==> src/rtl/apa102_pkg.sv <==
// Shared definitions for the Wishbone APA102/DotStar chain driver.
//   state_t      : frame sequencer states (IDLE/START/LEDS/END)
//   *_IDX        : register word indices (byte address >> 2)
//   CTRL_*_BIT   : CTRL register bit positions
//   PIX_*        : pixel word layout (brightness/blue/green/red, wire header)
//   end_words()  : number of all-ones END words for an n-pixel chain
//   pixel_wire() : stored pixel word -> word as sent on the wire
package apa102_pkg;

  typedef enum logic [1:0] {
    ST_IDLE  = 2'd0,
    ST_START = 2'd1,
    ST_LEDS  = 2'd2,
    ST_END   = 2'd3
  } state_t;

  localparam int REG_CTRL_IDX   = 0;
  localparam int REG_STATUS_IDX = 1;
  localparam int PIXEL_BASE_IDX = 'h40;

  localparam int CTRL_GO_BIT   = 0;
  localparam int CTRL_AUTO_BIT = 1;
  localparam int CTRL_BUSY_BIT = 8;

  localparam int PIX_BRI_MSB = 28;
  localparam int PIX_BRI_LSB = 24;
  localparam int PIX_HDR_LSB = 29;
  localparam logic [2:0] PIX_HDR = 3'b111;

  // Enough trailing clock edges for every pixel to forward its data.
  function automatic int end_words(input int n);
    return 1 + n / 64;
  endfunction

  // Top three bits of a pixel word are always 1 on the wire.
  function automatic logic [31:0] pixel_wire(input logic [31:0] w);
    return w | (32'(PIX_HDR) << PIX_HDR_LSB);
  endfunction

endpackage

==> src/rtl/apa102_shifter.sv <==
// 32-bit MSB-first serializer with CLK_DIV prescaler for the APA102 link.
//   i_clk, i_rst : system clock, async active-high reset
//   load_i       : capture word_i and start shifting (taken when ready_o=1)
//   word_i       : 32-bit word to send
//   ready_o      : idle, or in the last cycle of bit 0 of the current word
//   sck_o        : serial clock, low for CLK_DIV cycles then high for CLK_DIV
//   sdi_o        : serial data, changes only while sck_o is low
module apa102_shifter #(
  parameter int CLK_DIV = 4
) (
  input  logic        i_clk,
  input  logic        i_rst,
  input  logic        load_i,
  input  logic [31:0] word_i,
  output logic        ready_o,
  output logic        sck_o,
  output logic        sdi_o
);

  localparam int CW = (CLK_DIV > 1) ? $clog2(CLK_DIV) : 1;

  logic [CW-1:0] div_q;
  logic          half_q;
  logic          busy_q;
  logic [4:0]    bit_q;
  logic [31:0]   sr_q;
  logic          div_last;
  logic          bit_end;

  assign div_last = (div_q == CW'(CLK_DIV - 1));
  assign bit_end  = busy_q & half_q & div_last;
  // Ready on the falling-edge cycle of the last bit so words stream gap-free.
  assign ready_o  = ~busy_q | (bit_end & (bit_q == 5'd31));
  assign sck_o    = half_q;
  assign sdi_o    = busy_q & sr_q[31];

  always_ff @(posedge i_clk or posedge i_rst) begin
    if (i_rst) begin
      div_q  <= '0;
      half_q <= 1'b0;
      busy_q <= 1'b0;
      bit_q  <= '0;
      sr_q   <= '0;
    end else if (ready_o && load_i) begin
      sr_q   <= word_i;
      busy_q <= 1'b1;
      div_q  <= '0;
      half_q <= 1'b0;
      bit_q  <= '0;
    end else if (ready_o) begin
      busy_q <= 1'b0;
      half_q <= 1'b0;
      div_q  <= '0;
    end else if (div_last) begin
      div_q  <= '0;
      half_q <= ~half_q;
      if (half_q) begin
        sr_q  <= {sr_q[30:0], 1'b0};
        bit_q <= bit_q + 5'd1;
      end
    end else begin
      div_q <= div_q + CW'(1);
    end
  end

endmodule

==> src/rtl/wb_apa102_chain.sv <==
// Wishbone-classic slave driving an APA102/DotStar chain of NUM_LEDS pixels.
//   i_clk, i_rst   : system clock, async active-high reset
//   wb_*_i/_o      : Wishbone classic slave (32-bit data, byte address)
//                    0x000 CTRL (GO/AUTO/BUSY), 0x004 STATUS (frame count),
//                    0x100+4n PIXEL n; anything else answers with err
//   o_led_clk      : APA102 SCK, low when idle
//   o_led_data     : APA102 SDI
module wb_apa102_chain
  import apa102_pkg::*;
#(
  parameter int NUM_LEDS   = 8,
  parameter int CLK_DIV    = 4,
  parameter int ADDR_WIDTH = 32
) (
  input  logic                  i_clk,
  input  logic                  i_rst,
  input  logic [ADDR_WIDTH-1:0] wb_adr_i,
  input  logic [31:0]           wb_dat_i,
  output logic [31:0]           wb_dat_o,
  input  logic                  wb_we_i,
  input  logic [3:0]            wb_sel_i,
  input  logic                  wb_stb_i,
  input  logic                  wb_cyc_i,
  output logic                  wb_ack_o,
  output logic                  wb_err_o,
  output logic                  wb_rty_o,
  output logic                  o_led_clk,
  output logic                  o_led_data
);

  localparam int END_W = end_words(NUM_LEDS);
  localparam int PW    = (NUM_LEDS > 1) ? $clog2(NUM_LEDS) : 1;
  localparam int WA    = ADDR_WIDTH - 2;

  state_t        state_q, state_d;
  logic [8:0]    idx_q, idx_d;
  logic [8:0]    seg_len;
  logic          pending_q, pending_d;
  logic [15:0]   frames_q, frames_d;
  logic          auto_q;
  logic          ack_q, err_q;
  logic [31:0]   dat_q;
  logic [31:0]   ram_q [NUM_LEDS];

  logic [WA-1:0] word_adr, pix_off;
  logic          req, wr, ctrl_hit, stat_hit, pix_hit, hit, go_pulse, busy;
  logic [PW-1:0] pix_sel;
  logic [31:0]   rd_data;
  logic          sh_ready, sh_load;
  logic [31:0]   sh_word;
  logic          unused_adr;

  function automatic logic [31:0] wire_word(input state_t s, input logic [31:0] pix);
    case (s)
      ST_LEDS: wire_word = pixel_wire(pix);
      ST_END:  wire_word = '1;
      default: wire_word = '0;
    endcase
  endfunction

  assign unused_adr = ^wb_adr_i[1:0];
  assign word_adr   = wb_adr_i[ADDR_WIDTH-1:2];
  assign pix_off    = word_adr - WA'(PIXEL_BASE_IDX);
  assign pix_sel    = pix_off[PW-1:0];
  assign req        = wb_stb_i & wb_cyc_i & ~ack_q & ~err_q;
  assign wr         = req & wb_we_i;
  assign ctrl_hit   = (word_adr == WA'(REG_CTRL_IDX));
  assign stat_hit   = (word_adr == WA'(REG_STATUS_IDX));
  assign pix_hit    = (word_adr >= WA'(PIXEL_BASE_IDX)) && (pix_off < WA'(NUM_LEDS));
  assign hit        = ctrl_hit | stat_hit | pix_hit;
  assign go_pulse   = wr & ctrl_hit & wb_sel_i[0] & wb_dat_i[CTRL_GO_BIT];
  assign busy       = (state_q != ST_IDLE);

  assign wb_ack_o   = ack_q;
  assign wb_err_o   = err_q;
  assign wb_dat_o   = dat_q;
  assign wb_rty_o   = 1'b0;

  always_comb begin
    rd_data = '0;
    if (ctrl_hit) begin
      rd_data[CTRL_AUTO_BIT] = auto_q;
      rd_data[CTRL_BUSY_BIT] = busy;
    end else if (stat_hit) begin
      rd_data[15:0] = frames_q;
    end else if (pix_hit) begin
      rd_data = ram_q[pix_sel];
    end
  end

  always_ff @(posedge i_clk or posedge i_rst) begin
    if (i_rst) begin
      ack_q  <= 1'b0;
      err_q  <= 1'b0;
      dat_q  <= '0;
      auto_q <= 1'b0;
    end else begin
      ack_q <= req & hit;
      err_q <= req & ~hit;
      dat_q <= (req & hit & ~wb_we_i) ? rd_data : '0;
      if (wr && ctrl_hit && wb_sel_i[0]) auto_q <= wb_dat_i[CTRL_AUTO_BIT];
    end
  end

  always_ff @(posedge i_clk or posedge i_rst) begin
    if (i_rst) begin
      for (int i = 0; i < NUM_LEDS; i++) ram_q[i] <= '0;
    end else if (wr && pix_hit) begin
      for (int b = 0; b < 4; b++)
        if (wb_sel_i[b]) ram_q[pix_sel][8*b +: 8] <= wb_dat_i[8*b +: 8];
    end
  end

  always_ff @(posedge i_clk or posedge i_rst) begin
    if (i_rst) begin
      state_q   <= ST_IDLE;
      idx_q     <= '0;
      pending_q <= 1'b0;
      frames_q  <= '0;
    end else begin
      state_q   <= state_d;
      idx_q     <= idx_d;
      pending_q <= pending_d;
      frames_q  <= frames_d;
    end
  end

  // idx_q counts words already handed to the shifter in the current segment;
  // once a segment is exhausted, the next segment's first word is loaded on
  // the same edge so the stream has no gaps.
  always_comb begin
    state_d   = state_q;
    idx_d     = idx_q;
    pending_d = pending_q;
    frames_d  = frames_q;
    sh_load   = 1'b0;
    sh_word   = '0;
    case (state_q)
      ST_LEDS: seg_len = 9'(NUM_LEDS);
      ST_END:  seg_len = 9'(END_W);
      default: seg_len = 9'd1;
    endcase
    if (go_pulse && busy) pending_d = 1'b1;
    if (state_q == ST_IDLE) begin
      if (go_pulse || auto_q) begin
        state_d = ST_START;
        idx_d   = '0;
      end
    end else if (sh_ready) begin
      if (idx_q < seg_len) begin
        sh_load = 1'b1;
        idx_d   = idx_q + 9'd1;
        sh_word = wire_word(state_q, ram_q[idx_q[PW-1:0]]);
      end else begin
        sh_load = 1'b1;
        idx_d   = 9'd1;
        case (state_q)
          ST_START: begin
            state_d = ST_LEDS;
            sh_word = wire_word(ST_LEDS, ram_q[0]);
          end
          ST_LEDS: begin
            state_d = ST_END;
            sh_word = '1;
          end
          default: begin
            frames_d = frames_q + 16'd1;
            if (pending_q || go_pulse || auto_q) begin
              state_d   = ST_START;
              pending_d = 1'b0;
              sh_word   = '0;
            end else begin
              state_d = ST_IDLE;
              idx_d   = '0;
              sh_load = 1'b0;
            end
          end
        endcase
      end
    end
  end

  apa102_shifter #(
    .CLK_DIV(CLK_DIV)
  ) u_shifter (
    .i_clk  (i_clk),
    .i_rst  (i_rst),
    .load_i (sh_load),
    .word_i (sh_word),
    .ready_o(sh_ready),
    .sck_o  (o_led_clk),
    .sdi_o  (o_led_data)
  );

endmodule

==> config.mk <==
export PLATFORM = sky130hd
export DESIGN_NAME = wb_apa102_chain
export DESIGN_NICKNAME = d
export VERILOG_FILES = /design/src/rtl/apa102_pkg.sv /design/src/rtl/apa102_shifter.sv /design/src/rtl/wb_apa102_chain.sv
export SDC_FILE = /design/constraint.sdc
export NUM_CORES = 1
export LEC_CHECK = 0
export ABC_CLOCK_PERIOD_IN_PS = 16900
export CORE_MARGIN = 5
export CORE_UTILIZATION = 35
export CTS_BUF_LIST = sky130_fd_sc_hd__clkbuf_4 sky130_fd_sc_hd__clkbuf_8
export DETAILED_ROUTE_END_ITERATION = 6
export DONT_BUFFER_PORTS = 1
export PLACE_DENSITY = 0.48
export RECOVER_POWER = 25
export SYNTH_ARGS = -nofsm -noshare
export SYNTH_HDL_FRONTEND = slang
export SYNTH_SLANG_ARGS = --single-unit
==> constraint.sdc <==
create_clock -name i_clk -period 16.9 [get_ports i_clk]
set_input_delay 3.38 -clock i_clk [delete_from_list [all_inputs] [get_ports i_clk]]
set_output_delay 3.38 -clock i_clk [all_outputs]
set_load 0.03 [all_outputs]
==> results of run 1 <==
-- per-stage QoR --
| step | cells | setup WS (ns) | hold WS, ns |
|---|---|---|---|
| finish | 2111 | 7.12 | 0.441 |
| global route | 2111 | 5.52 | 0.480 |
| CTS | 2110 | 11.10 | 0.445 |
| floorplan | 1379 | 3.53 | 0.414 |
| detailed placement | 1999 | 10.42 | 0.438 |
| global placement | 1999 | 10.50 | 0.428 |
-- synth_stat cells, types with 30 or more instances --
cell | count | area (um2)
o22ai_1 | 42 | 263
nor2_1 | 51 | 191
mux2i_1 | 30 | 300
o21ai_0 | 30 | 150
clkbuf_1 | 34 | 128
buf_2 | 42 | 210
dfrtp_1 | 360 | 9010
a21oi_1 | 56 | 280
mux4_2 | 71 | 1600
mux2_2 | 71 | 800
nand2_1 | 52 | 195
mux2_1 | 216 | 2430
-- state kept, by name (all words and copies together) (netlist names), 2 cells and up --
signal,count
ram_q,256
u_shifter.sr_q,32
wb_dat_o,32
frames_q,16
idx_q,9
u_shifter.bit_q,5
state_q,2
u_shifter.div_q,2
-- path summary, 6_finish.rpt --
kind / endpoint / slack (ns) / from
setup / recovery: idx_q[5] / 7.12 / i_rst
hold / removal: u_shifter.div_q[0] / 0.44 / u_shifter.div_q[0]
setup reg to reg: u_shifter.sr_q[30] / 13.49 / state_q[0]
hold reg to reg: u_shifter.div_q[0] / 0.44 / u_shifter.div_q[0]
max in group i_clk: u_shifter.sr_q[30] / 10.98 / wb_adr_i[3]
min in group asynchronous: ram_q[20] / 4.15 / i_rst
-- final cells by class --
class                   instances  area (um2)  area share (%)
multi-input cells             920        9010            44.1
inverters                      11        42.5           0.208
repair buffers                 20         139           0.681
clock buffers                 106        1310            6.41
clock inverters                 5        30.0           0.147
diodes                          1        2.50          0.0123
well taps                     688         861            4.22
flip-flops and latches        360        9010            44.2
-- power by group --
part	total (uW)	switching (uW)	internal, uW
Clock	858	372	486
Combinational	56.6	42.2	14.3
Sequential	863	0.424	863
Total	1780	415	1360
-- worst max-delay path: cells and delay by family --
kind | cells | cell delay [ns]
buf+inv | 3 | 6.80
-- kinds of logic (layout without fill, tap and decap cells) --
| group | Yosys count | in the layout | share of synthesized area [%] |
|---|---|---|---|
| AO/OA/AOI/OAI | 255 | 255 | 10.3 |
| XOR/XNOR | 20 | 20 | 0.948 |
| adder cells (fa/ha/maj) | 10 | 10 | 0.677 |
| buffers and inverters | 99 | 142 | 2.48 |
| flip-flops | 360 | 360 | 48.8 |
| multiplexers | 388 | 388 | 27.8 |
| other | 1 | 2 | 0.0203 |
| AND/OR/NAND/NOR | 246 | 246 | 9.07 |
-- per-layer routing --
| metal | GRT usage [%] | vias up | share of wire (%) |
|---|---|---|---|
| met2 | 32.0 | 423 | 47 |
| met1 | 28.2 | 6514 | 44 |
| met3 | 3.90 | 99 | 6.1 |
| li1 | - | 5333 | - |
| met5 | 0 | - | 0 |
| met4 | 7.16 | 0 | 2.8 |
==> results.md, run 1 <==
* Status: finished with violations
* Violated checks: max-capacitance violations, max-slew violations
* Final hold viol count at 0
* RSZ-0062 raised after global routing: false
* Period utilisation layout at 57.9%
* Routed wire length at 58000 um
* Worst VDD drop at 0.0391 mV
* Setup TNS Final at 0 ns
* Setup CP Type: input pin to asynchronous set/reset pin
* Drt initial violations at 855
* Top FF cell, synth: dfrtp_1
* Routed Antenna Nets at 0
* Antenna violations before repair at 2
* Largest stage delay, worst path at 3.02 ns
* CP Max Fanout at 111
* Max-cap violations at 3
* Worst-Skew Late Latency at 0.63 ns
* Netlist cell types at 67
* Commonest non-fill, non-tap cells in the layout: 357 x dfrtp_1, 216 x mux2_1, 82 x clkbuf_8
* Hold Path Class: flop to flop
* Largest net degree at the start of global routing at 112
* FF-to-FF path depth at 10
* Slowest-stage cell, CP: clkbuf_1
* Synthesized instance count at 1379
* Num Clock Sinks at 360
* Total Die Area at 0.0575 mm2
* CP arrival at 10.40 ns
* Final Slew Violations at 236
* Rel. slew slack at -236%
* Core area at 0.0524 mm2
* Final Wtd Congestion at 0.798
* Worst slew pin tran at 5.02 ns
* Global-route wire length before repair at 87400 um
* CTS tree: yes
* H-tree depth at 3
* Average size of a mapped cell at 13.4 um2
* CTS root buf: clkbuf_8
* Grt ovf at 0
* Post-CTS Hold Buffers at 0
* Placed Area at 0.0191 mm2
* TritonCTS Buffers at 67
* Detailed Routing Iterations Pass 1 at 5
* Crit path launch type: input pin
* Worst Clk Skew at 0.0194 ns
* Boundary Pins at 110
* Highest clock rate at 102 MHz
* Post-synth EDFFs at 0
* P&R area growth vs syn at 10.4%
* Hold Path Stages at 1
* Cell chain of the critical path: clkinvlp_2, clkbuf_1, buf_4
* Element type at the critical path end: asynchronous set/reset pin
* Commonest non-fill, non-tap cell in the layout: dfrtp_1
* Overall power at 1780 uW
* Final core occ at 38.9%
* Syn Nets at 1462
* Final Critical Period at 9.78 ns
* YS warnings at 0
* Residual DRC at 0
* Share of layout cells above drive strength 1 at 23.5%
* Final Setup Violations at 0
* I/O Buffers at 0
* Nets at 1463
* Initial core utilization at 35.2%
* Via density at 5.86
* Vias in the first global route at 12900
* Register bit count reported by yosys at 360
* Chip width at 240 um
* PwrDens at 87.1 mW/mm2
* Placed wire-length estimate at 35700 um
* Ys async rst share at 100%
* Max Buffers Root-to-Sink at 3
* Resize count post-CTS at 0
* Required time of the critical path at 17.52 ns
* Post-synthesis sequential area ratio at 48.8%
* Cell leakage power at 0.00978 uW
* Routed via count at 12400
* Gr usage total at 20.3%
* Row count at 84
* Clock slew at reported path FFs at 0.05 ns
* Finished Cell Area at 0.0204 mm2
* WL/cell at 27.5 um
* Cell area after synthesis at 0.0185 mm2
* Post-CTS setup buffers at 0
* FILL cells at 4915
* Die height at 240 um
(Power assumes the default switching activity.)
==> run 2: changes to the inputs <==
--- a/config.mk
+++ b/config.mk
@@ -5,7 +5,7 @@
 export SDC_FILE = /design/constraint.sdc
 export NUM_CORES = 1
 export LEC_CHECK = 0
-export ABC_CLOCK_PERIOD_IN_PS = 16900
+export ABC_CLOCK_PERIOD_IN_PS = 9400
 export CORE_MARGIN = 5
 export CORE_UTILIZATION = 35
 export CTS_BUF_LIST = sky130_fd_sc_hd__clkbuf_4 sky130_fd_sc_hd__clkbuf_8
==> constraint.sdc (replaced) <==
create_clock -name i_clk -period 9.4 [get_ports i_clk]
set_input_delay 1.88 -clock i_clk [delete_from_list [all_inputs] [get_ports i_clk]]
set_output_delay 1.88 -clock i_clk [all_outputs]
set_load 0.03 [all_outputs]
==> results.md, run 2 (synthesized netlist as in run 1, its figures left out) <==
* Status: finished with violations
* Violated checks: max-capacitance violations, max-slew violations
* Worst slew pin tran at 4.46 ns
* Pre-CTS setup slack at 4.60 ns
* Initial core utilization at 35.2%
* Worst path bufs/invs at 2
* Hold Path Stages at 1
* FILL cells at 4918
* Largest stage delay, worst path at 3.04 ns
* Period utilisation layout at 62.5%
* Final Wtd Congestion at 0.782
* Num Clock Sinks at 360
* Cell leakage power at 0.00979 uW
* Crit path max-delay family: buffers and inverters
* Row count at 84
* Slowest-stage cell, CP: clkbuf_2
* Grt ovf at 0
* Max reg flops at 256
* I/O Buffers at 0
* RSZ-0062 raised after global routing: false
* Nets at 1461
* Routed Antenna Nets at 0
* TritonCTS Buffers at 67
* Final hold viol count at 0
* Gr usage total at 20.3%
* Total Die Area at 0.0575 mm2
* Highest clock rate at 170 MHz
* Vias in the first global route at 13000
* Setup CP Type: input pin to asynchronous set/reset pin
* Resize count post-CTS at 0
* Max-cap violations at 2
* Overall power at 3200 uW
* Clock slew at reported path FFs at 0.06 ns
* Placed wire-length estimate at 35400 um
* H-tree depth at 3
* Met3 WL at 3590 um
* Setup TNS Final at 0 ns
* WL/cell at 27.6 um
* Via density at 5.86
* CP arrival at 5.23 ns
* Min Hold Slack at 0.443 ns
* Element type at the critical path end: asynchronous set/reset pin
* Drt initial violations at 924
* PwrDens at 157 mW/mm2
* Global-route wire length before repair at 87400 um
* Hold Path Class: flop to flop
* Boundary Pins at 110
* P&R area growth vs syn at 10.4%
* Largest net degree at the start of global routing at 171
* Final Slew Violations at 234
* Chip width at 240 um
* CTS tree: yes
* Share of layout cells above drive strength 1 at 23.7%
* CTS root buf: clkbuf_8
* Max Used Layer: met4
* Routed via count at 12400
* Worst Clk Skew at 0.0333 ns
* Crit path depth at 2
* Worst-Skew Late Latency at 0.64 ns
* CP Max Fanout at 170
* Met2 routed WL at 27300 um
* Post-CTS setup buffers at 0
* Antenna violations before repair at 1
* Crit path launch type: input pin
* Commonest non-fill, non-tap cell in the layout: dfrtp_1
* Max Buffers Root-to-Sink at 3
* Worst VDD drop at 0.0884 mV
* Commonest non-fill, non-tap cells in the layout: 357 x dfrtp_1, 216 x mux2_1, 80 x clkbuf_8
* M1 WL at 25700 um
* FF-to-FF path depth at 10
* Routed wire length at 58100 um
* Post-CTS Hold Buffers at 0
* Die height at 240 um
* Final worst slack at 3.53 ns
* Residual DRC at 0
* Final Setup Violations at 0
* Detailed Routing Iterations Pass 1 at 7
* Final Critical Period at 5.87 ns
* Cell chain of the critical path: clkinvlp_2, clkbuf_2
* Rel. slew slack at -197%
* Largest Register: ram_q
* Required time of the critical path at 8.75 ns
* Core area at 0.0524 mm2
run 2: layer usage:
metal / GRT usage, % / vias to the layer above
met2: 32.3 / 376
li1: - / 5328
met4: 7.12 / 0
met5: 0 / -
met1: 28.1 / 6578
met3: 3.83 / 90
run 2: path summary, 6_finish.rpt:
kind	slack, ns	end	startpoint
min in group asynchronous	1.05	ram_q[144]	i_rst
hold / removal	0.44	u_shifter.div_q[0]	u_shifter.div_q[0]
setup reg to reg	5.14	u_shifter.sr_q[30]	state_q[0]
hold reg to reg	0.44	u_shifter.div_q[0]	u_shifter.div_q[0]
setup / recovery	3.53	idx_q[1]	i_rst
max in group i_clk	5.14	u_shifter.sr_q[30]	state_q[0]
run 2: metrics by stage:
stage,util [%],cell area [um2],std cells
5_1_grt,38.9,20400,2110
3_3_place_gp,36.4,19100,1997
6_report,38.9,20400,2110
4_1_cts,38.9,20400,2109
3_5_place_dp,36.4,19100,1997
2_1_floorplan,-,18500,1379
run 2: area by class of cell:
cell class                 count  area, um2  share of cell area (%)
sequential                   360       9010                    44.2
tap                          688        861                    4.22
timing repair buffer          18        129                   0.632
clock buffer                 111       1330                    6.54
clock inverter                 1       5.00                  0.0245
multi-input combinational    920       9020                    44.2
inverter                      11       42.5                   0.208
antenna                        1       2.50                  0.0123
run 2: power breakdown:
part	total, uW	switching (uW)	internal [uW]
Sequential	1550	0.768	1550
Clock	1550	662	883
Combinational	101	75.8	25.7
==> run 3: changes to the inputs <==
--- a/config.mk
+++ b/config.mk
@@ -5,7 +5,7 @@
 export SDC_FILE = /design/constraint.sdc
 export NUM_CORES = 1
 export LEC_CHECK = 0
-export ABC_CLOCK_PERIOD_IN_PS = 9400
+export ABC_CLOCK_PERIOD_IN_PS = 6050
 export CORE_MARGIN = 5
 export CORE_UTILIZATION = 35
 export CTS_BUF_LIST = sky130_fd_sc_hd__clkbuf_4 sky130_fd_sc_hd__clkbuf_8
==> constraint.sdc (replaced) <==
create_clock -name i_clk -period 6.05 [get_ports i_clk]
set_input_delay 1.21 -clock i_clk [delete_from_list [all_inputs] [get_ports i_clk]]
set_output_delay 1.21 -clock i_clk [all_outputs]
set_load 0.03 [all_outputs]
==> results.md, run 3 (synthesized netlist as in run 1, its figures left out) <==
* Die height at 240 um
* Cell leakage power at 0.00985 uW
* Detailed Routing Iterations Pass 1 at 5
* Status: finished, final reports clean
* Resize count post-CTS at 0
* WL/cell at 27.5 um
* Hold Path Class: flop to flop
* Sequential share of power at 47.5%
* RSZ-0062 raised after global routing: false
* Antenna violations before repair at 3
* CP Max Fanout at 11
* TritonCTS Buffers at 66
* Global-route wire length before repair at 86600 um
* H-tree depth at 3
* Post-CTS Hold Buffers at 0
* Max reg flops at 256
* Worst Clk Skew at 0.0186 ns
* Routed Antenna Nets at 0
* Final Slew Violations at 0
* Row count at 84
* Highest clock rate at 297 MHz
* Via density at 5.82
* Setup TNS Final at 0 ns
* Commonest non-fill, non-tap cell in the layout: dfrtp_1
* Num Clock Sinks at 360
* Boundary Pins at 110
* Routed via count at 12300
* Final Wtd Congestion at 0.792
* Residual DRC at 0
* Nets at 1463
* Share of layout cells above drive strength 1 at 24.0%
* Final Critical Period at 3.37 ns
* Post-CTS setup buffers at 0
* Crit path launch type: input pin
* Final Setup Violations at 0
* Final worst slack at 2.68 ns
* Cells after DPL at 2000
* Grt ovf at 0
* P&R area growth vs syn at 11.1%
* Commonest non-fill, non-tap cells in the layout: 357 x dfrtp_1, 216 x mux2_1, 88 x clkbuf_8
* CTS root buf: clkbuf_8
* Chip width at 240 um
* Cell Count, Final, Fillers Out at 2114
* Switching pwr at 1160 uW
* Total Die Area at 0.0575 mm2
* Internal power at 3920 uW
* Required time of the critical path at 6.55 ns
* Setup CP Type: input pin to flop
* Comb power frac at 3.2%
* Clock power share at 49.4%
* Placed Area at 0.0191 mm2
* Clock slew at reported path FFs at 0.06 ns
* CTS tree: yes
* Largest net degree at the start of global routing at 148
* Finished Cell Area at 0.0205 mm2
* Gr usage total at 20.2%
* Final hold viol count at 0
* Vias in the first global route at 12700
* Element type at the critical path end: flop
* Worst VDD drop at 0.128 mV
* Rel. slew slack at 14.5%
* Initial core utilization at 35.2%
* Pre-CTS setup slack at 2.07 ns
* Routed wire length at 58200 um
* Core area at 0.0524 mm2
* I/O Buffers at 0
* Period utilisation layout at 55.7%
* Max Buffers Root-to-Sink at 3
* Switching Share at 22.9%
* Drt initial violations at 806
* Largest Register: ram_q
* Worst-Skew Late Latency at 0.63 ns
* Placed wire-length estimate at 35300 um
* Max-cap violations at 0
* PwrDens at 247 mW/mm2
* Worst slew pin tran at 1.28 ns
* CP arrival at 3.87 ns
[run 3: cell types whose count changed in the layout (fill, tap and decap cells not counted)]
cell	before	now
buf_12	0	2
buf_4	16	19
bufinv_16	0	1
clkbuf_1	1	0
clkbuf_2	1	0
clkbuf_4	31	22
clkbuf_8	80	88
clkinv_2	1	2
[run 3: worst paths after layout]
| kind | start | end | cells past startpoint | slack [ns] |
|---|---|---|---|---|
| setup / recovery | wb_adr_i[9] | ram_q[38] | 6 | 2.68 |
| hold / removal | u_shifter.div_q[0] | u_shifter.div_q[0] | 1 | 0.44 |
| setup reg to reg | state_q[0] | u_shifter.sr_q[1] | 11 | 2.87 |
| hold reg to reg | u_shifter.div_q[0] | u_shifter.div_q[0] | 1 | 0.44 |
| max in group asynchronous | i_rst | ram_q[186] | 2 | 3.84 |
| min in group asynchronous | i_rst | wb_dat_o[20] | 1 | 0.74 |
[run 3: per-layer routing]
metal  global-route usage [%]  vias to the layer above  part of all wire [%]
met4                     6.80                        2                   2.5
met2                     31.8                      349                    47
met1                     28.0                     6528                    45
met5                        0                        -                 0.022
met3                     4.35                       95                   6.0
li1                         -                     5336                     -
[run 3: metrics by stage]
stage	utilization, %	power [uW]	hold WS [ns]
2_1_floorplan	-	2580	0.414
3_3_place_gp	36.5	2620	0.424
3_5_place_dp	36.5	2620	0.432
4_1_cts	39.2	5160	0.440
5_1_grt	39.2	5280	0.471
6_report	39.2	5080	0.437
[run 3: final cells by class]
type	count	area (um2)
tap	688	861
inverter	11	42.5
sequential	360	9010
clock buffer	110	1380
multi-input combinational	920	9020
timing repair buffer	21	183
fill	4961	31900
clock inverter	3	40.0
antenna	1	2.50
[run 3: power groups by stage]
stage	combinational [uW]	clock [uW]	sequential, uW
floorplan	126	0	2460
global placement	165	0	2450
detailed placement	165	0	2450
CTS	166	2590	2410
global route	179	2690	2410
finish	161	2510	2410
[run 3: worst max-delay path, stage by stage]
cell and delay (ns):
nor4_2 0.29, and4_1 0.41, nand3_1 0.49, nor2_1 0.33
nand3_1 0.59, mux2_1 0.54
